===== src/rtl/bus_upsizer_pkt.sv =====
// Narrow-to-wide stream upsizer: packs RATIO slave beats into one master word,
// flushing partial words on s_last with per-lane keep and a decoupled output register.
module bus_upsizer_pkt #(
  parameter int unsigned S_DATA_WIDTH = 8,
  parameter int unsigned M_DATA_WIDTH = 32,
  parameter bit          MSB_FIRST    = 1'b0
) (
  input  logic                                   clock,
  input  logic                                   reset,
  input  logic                                   s_val,
  input  logic [S_DATA_WIDTH-1:0]                s_data,
  input  logic                                   s_last,
  output logic                                   s_rdy,
  output logic                                   m_val,
  output logic [M_DATA_WIDTH-1:0]                m_data,
  output logic [M_DATA_WIDTH/S_DATA_WIDTH-1:0]   m_keep,
  output logic                                   m_last,
  input  logic                                   m_rdy
);

  localparam int unsigned RATIO = M_DATA_WIDTH / S_DATA_WIDTH;
  localparam int unsigned CW    = (RATIO > 1) ? $clog2(RATIO) : 1;
  localparam logic [CW-1:0] TOP_LANE = CW'(RATIO - 1);

  if ((M_DATA_WIDTH % S_DATA_WIDTH) != 0 || RATIO < 2) begin : g_bad_ratio
    $error("bus_upsizer_pkt: M_DATA_WIDTH must be an integer multiple (>=2) of S_DATA_WIDTH");
  end

  logic [M_DATA_WIDTH-1:0] gather;
  logic [RATIO-1:0]        gather_keep;
  logic [CW-1:0]           cnt;
  logic [CW-1:0]           lane;
  logic [M_DATA_WIDTH-1:0] merged_data;
  logic [RATIO-1:0]        merged_keep;
  logic                    closing;
  logic                    accept;

  assign closing = (cnt == TOP_LANE) || s_last;
  // Only a closing beat needs the output register; others always land in gather.
  assign s_rdy   = !(m_val && !m_rdy && closing);
  assign accept  = s_val && s_rdy;

  always_comb begin
    lane        = MSB_FIRST ? (TOP_LANE - cnt) : cnt;
    merged_data = gather;
    merged_keep = gather_keep;
    merged_data[lane*S_DATA_WIDTH +: S_DATA_WIDTH] = s_data;
    merged_keep[lane] = 1'b1;
  end

  always_ff @(posedge clock or posedge reset) begin
    if (reset) begin
      gather      <= '0;
      gather_keep <= '0;
      cnt         <= '0;
      m_val       <= 1'b0;
      m_data      <= '0;
      m_keep      <= '0;
      m_last      <= 1'b0;
    end else begin
      if (m_val && m_rdy) begin
        m_val <= 1'b0;
      end
      if (accept) begin
        if (closing) begin
          m_data      <= merged_data;
          m_keep      <= merged_keep;
          m_last      <= s_last;
          m_val       <= 1'b1;
          gather      <= '0;
          gather_keep <= '0;
          cnt         <= '0;
        end else begin
          gather      <= merged_data;
          gather_keep <= merged_keep;
          cnt         <= cnt + 1'b1;
        end
      end
    end
  end

endmodule


===== config.mk =====
export PLATFORM = sky130hd
export DESIGN_NAME = bus_upsizer_pkt
export DESIGN_NICKNAME = d
export VERILOG_FILES = /design/src/rtl/bus_upsizer_pkt.sv
export SDC_FILE = /design/constraint.sdc
export NUM_CORES = 1
export LEC_CHECK = 0
export BUFFER_PORTS_ARGS = -buffer_cell sky130_fd_sc_hd__buf_4
export CORE_MARGIN = 10
export CORE_UTILIZATION = 40
export DETAILED_ROUTE_END_ITERATION = 10
export GPL_TIMING_DRIVEN = 1
export PLACE_DENSITY = 0.66
export SYNTH_ARGS = -nofsm -noshare
export SYNTH_HDL_FRONTEND = slang
export SYNTH_SLANG_ARGS = --single-unit

===== constraint.sdc =====
create_clock -name clock -period 4 [get_ports clock]
set_clock_uncertainty 0.2 [all_clocks]
set_input_delay 0 -clock clock [delete_from_list [all_inputs] [get_ports clock]]
set_output_delay 0 -clock clock [all_outputs]
set_load 0.01 [all_outputs]

* Word-level counts from Yosys, hierarchy flattened *
Cells that the tools add are included.

cells by class
  add/sub/neg operators = 2
  order comparisons = 2
  equality and inequality tests = 1
  shift-type cells = 2
  multiplexer cells = 9
  bitwise logic cells = 1
  reductions and logical operators = 9

operators with widths
  operator                 number
  $neg 5->34               1
  $shift 8x34->32 const A  1
  $shiftx 8x34->32         1
  $bwmux 32                1
  $mux 32                  1
  $logic_and 1x1->1        5
  $mux 1                   4
  $mux 4                   1
  $or 4x4->4               1
  $lt 2x3->1 const B       1
  $add 2x1->2 const B      1
  $demux 1 s2              1
  $eq 2x2->1 const B       1
  $ge 2x1->1 const B       1
  $logic_not 1->1          2
  $mux 2                   1
  $reduce_and 2->1         1
  $logic_or 1x1->1         1

word-level totals
  register bits after elaboration = 76
  input port bits = 13
  output and inout bits = 39
  logic and storage cells = 33

* Longest topological paths before layout *
  depth in word-level cells = 6
  gate-level depth with buffers = 7

* Worst setup path before layout *
OpenSTA, ideal clock, no wires.

  path kind = register -> register
  start = reg cnt[0]
  end = reg gather[16]
  library setup time = 66 ps
  data arrival time = 1905 ps
  required time = 3734 ps
  slack = 1829 ps
  cell stages (with the launch flop) = 7
  clock period less this slack = 2171 ps
  path through = dfrtp_1 > inv_1 > ha_1 > buf_6 > or4b_4 > nor3_4 > a22o_1

on the way
  word-level cells in the longest chain between the ends = 5
  elaborated cells on any way between the ends = 10
  those cells by class = add/sub: 1; eq/ne: 1; shift: 2; mux: 2; reduce/logical: 4

RTL lines
  item                                                                RTL line  text
  start: declaration                                                  31        logic [CW-1:0] cnt;
  start signal: assignment                                            76        cnt <= cnt + 1'b1;
  parallel branches: the longest is 5 deep, another holds $neg 5->34  n/a
  end signal: assignment                                              74        gather <= merged_data;
  end: declaration                                                    29        logic [M_DATA_WIDTH-1:0] gather;

Parallel ways; which one is timed is not known.
A chain may end at the register's enable or synchronous reset.

* Worst setup path after layout *
  start = reg cnt[0]
  end = reg gather[26]

Same word-level chain as after synthesis.

==> parameters.txt <==
Parameter                              Value

Outcome
  Status ... finished clean

Yosys
  Top-area cell type share of the netlist area ... 52.8%
  Post-Syn Nets ... 361
  Portion of the post-synthesis area used by sequential elements ... between 50% and 60%
  Total number of yosys warnings ... 0
  Instance count of the mapped netlist ... 340
  Post-Synthesis Mean Instance Area ... 10.6 um^2
  Yosys cell types ... 38
  Library cell occupying the most area in the post-synthesis netlist ... sky130_fd_sc_hd__dfrtp_1
  Number of synthesized register bits ... 76
  Mapped cell area ... 3600 um^2
  Area contributors post-synth ... sky130_fd_sc_hd__dfrtp_1, sky130_fd_sc_hd__a22o_1, sky130_fd_sc_hd__a31oi_1

Worst setup path
  Setup crit end kind ... flop
  Kind of launch point of the worst setup path ... flop
  Critical path type ... reg2reg
  Highest-delay cell along the critical path ... sky130_fd_sc_hd__dfrtp_1
  Cell-by-cell trace of the critical path ... ha_1 > or2_1 > buf_4 > a31oi_2 > a22o_1
  Critical Path RT ... just over 4000 ps
  Critical path arrival ... 2690 ps
  Largest stage delay on the critical path ... between 500 and 600 ps
  Largest fanout of any net on the critical path ... 15

Clock network
  Sinks on the clock net ... 76
  Clk root buf ... sky130_fd_sc_hd__clkbuf_8
  Clock network latency to the later pin of the worst-skew pair ... 350 ps
  Number of clock buffers inserted by TritonCTS ... 9
  Post-CTS setup buffers ... 0
  Level count of the clock H-tree ... 3
  Clock transition at the register clock pins on the worst setup and hold paths after CTS ... 80 ps
  Clock tree from TritonCTS ... built
  Maximum root-to-sink buffer count ... 2

Floorplanning
  Floorplan die area ... between 10000 and 15000 um^2
  Placement Rows ... 34
  Top-level port count ... 52
  Placeable core region ... just under 9000 um^2
  Chip width ... about 110 um
  Die extent in y ... 115 um
  Initial cell density of the core ... 41.1%

Routing
  Pre-Repair DR Iteration Count ... 4
  Count of vias placed by the detailed router ... 2891
  Residual DRC ... 0
  Mean routed wirelength per cell ... 20.0 um
  Antenna violation net count after detailed routing ... 0
  Iteration-0 DRC count of the detailed router ... 182
  Final Routed Wirelength ... about 9.9 mm
  Number of vias per cell after detailed routing ... slightly below 6

Placed design
  Half-perimeter wire length after detailed placement ... 6.44 mm
  Weighted congestion at the end of routability-driven global placement ... 0.790
  Number of input and output port buffers inserted ... 51

Finish
  Final design utilization ... 49.9%
  Count of nets after finishing ... just over 400
  Fraction of final layout cells with drive strength greater than 1 ... 21.3%
  Commonest non-fill, non-tap cell in the layout ... sky130_fd_sc_hd__dfrtp_1
  Layout overhead on the synthesized area ... 21.4%
  Antenna diode instance count ... 0
  Commonest cells after routing, fill and taps aside ... sky130_fd_sc_hd__dfrtp_1, sky130_fd_sc_hd__buf_4, sky130_fd_sc_hd__a31oi_1, sky130_fd_sc_hd__a21oi_1, sky130_fd_sc_hd__a22o_1

Global routing
  Gr usage total ... 15.2%
  Overflow left after global routing ... 0
  Wire length of the first global-routing pass ... 16.2 mm
  Vias in the first global route ... 2932
  Pin count of the biggest net entering global routing ... 48
  Initial antenna violation count ... 0

Timing
  Final setup TNS ... 0 ps
  Final Cycle Share ... 66.2%
  Relative slew slack ... 38.6%
  Total of endpoints with negative setup slack in the final report ... 0
  Max-slew violations ... 0
  Actual transition at the worst max-transition pin ... 919 ps
  Setup repair after global routing missed its margin ... false
  Final hold vios ... 0
  Minimum period implied by the final worst setup slack ... 2650 ps
  Max Fclk ... about 380 MHz
  Worst hold margin ... 74.1 ps

Power
  Max rail drop VDD ... between 0.15 and 0.2 mV
  Total power per unit cell area ... 530 nW/um^2
  Leakage Power ... 1.91 nW

Hold path
  Type of the most critical hold path ... in2reg

Flow run
  Max capacitance violation total ... 0
critical path: cells and delay by family (launching register included):
kind                       cells  cell delay, ps
AOI/OAI and AO/OA              2             570
adders and majority gates      1             360
buffers and inverters          1             310
DFF                            1             560
and+or+nand+nor                1             530
sequential cells by signal, indices dropped and copies added (netlist names):
register     flops
m_data          32
cnt              2
gather_keep      4
m_val            1
m_last           1
m_keep           4
gather          32
Yosys cell counts (all sizes together):
cell and number:
dfrtp 76, a31oi 46, a21oi 40, a22o 32
nor2b 22, buf 19, clkbuf 16, nand2 11
inv 10, ha 8, nand4 8, nor2 8
nor3b 5, nand2b 4, nor3 4, o21ai 4
a211oi 3, nand3b 3, nor4bb 3, o32a 3
a32o 2, and4bb 2, a211o 1, a21o 1
a311oi 1, and2 1, and4b 1, clkinv 1
nand3 1, nand4bb 1, or2 1, or3b 1
or4b 1
per-layer routing:
layer	vias to the layer above	track usage, %	wire, um
met5	-	0	0
met4	0	6.02	231
met3	16	3.96	609
met2	79	23.3	4590
met1	1437	20.0	4480
li1	1359	-	-
final timing paths:
path	to	slack [ps]	cells past startpoint	from
min	gather_keep[1]$_DFFE_PP0P_	70	5	m_rdy
min in group asynchronous	m_data[18]$_DFFE_PP0P_	210	3	reset
min reg2reg	gather_keep[3]$_DFFE_PP0P_	300	1	gather_keep[3]$_DFFE_PP0P_
max in group asynchronous	gather[27]$_DFFE_PP0P_	2370	4	reset
max reg2reg	gather[26]$_DFFE_PP0P_	1350	5	cnt[0]$_DFFE_PP0P_
max	gather[26]$_DFFE_PP0P_	1350	5	cnt[0]$_DFFE_PP0P_
timing repair:
item / 4_1_cts / 5_1_grt
hold endpoints to repair: 107 / 0
resized for setup: 0 / 0
hold buffers: 11 / 0
setup endpoints to repair: 0 / 0
report_power, final:
group / internal [W] / switching, W / total, W
clock network: 0.000448 / 0.000289 / 0.000737
logic: 0.000271 / 0.000347 / 0.000618
registers: 0.000886 / 0.0000762 / 0.000963
metrics by stage:
| stage | cells | cell area, um^2 | total power (W) | worst slack (ps) |
|---|---|---|---|---|
| floorplan | 340 | 3600 | 0.00133 | 1830 |
| global placement | 470 | 4010 | 0.00158 | 1410 |
| detailed placement | 470 | 4010 | 0.00160 | 1400 |
| CTS | 497 | 4370 | 0.00234 | 1380 |
| global route | 497 | 4370 | 0.00244 | 1180 |
| finish | 497 | 4370 | 0.00232 | 1350 |
cells by family after synthesis:
| logic type | after synthesis | synth area share [%] |
|---|---|---|
| AO/OA/AOI/OAI | 133 | 25.1 |
| AND/OR/NAND/NOR | 77 | 13.8 |
| adder cells (fa/ha/maj) | 8 | 2.78 |
| flip-flops | 76 | 52.8 |
| buffers and inverters | 46 | 5.52 |
final cells by class:
class                      count  area [um^2]
fill                         790         4390
multi-input combinational    218         1510
tap                          108          135
timing repair buffer          68          538
sequential                    76         1900
clock inverter                 4         95.1
clock buffer                  12          155
inverter                      11         41.3
(Power assumes the default switching activity.)
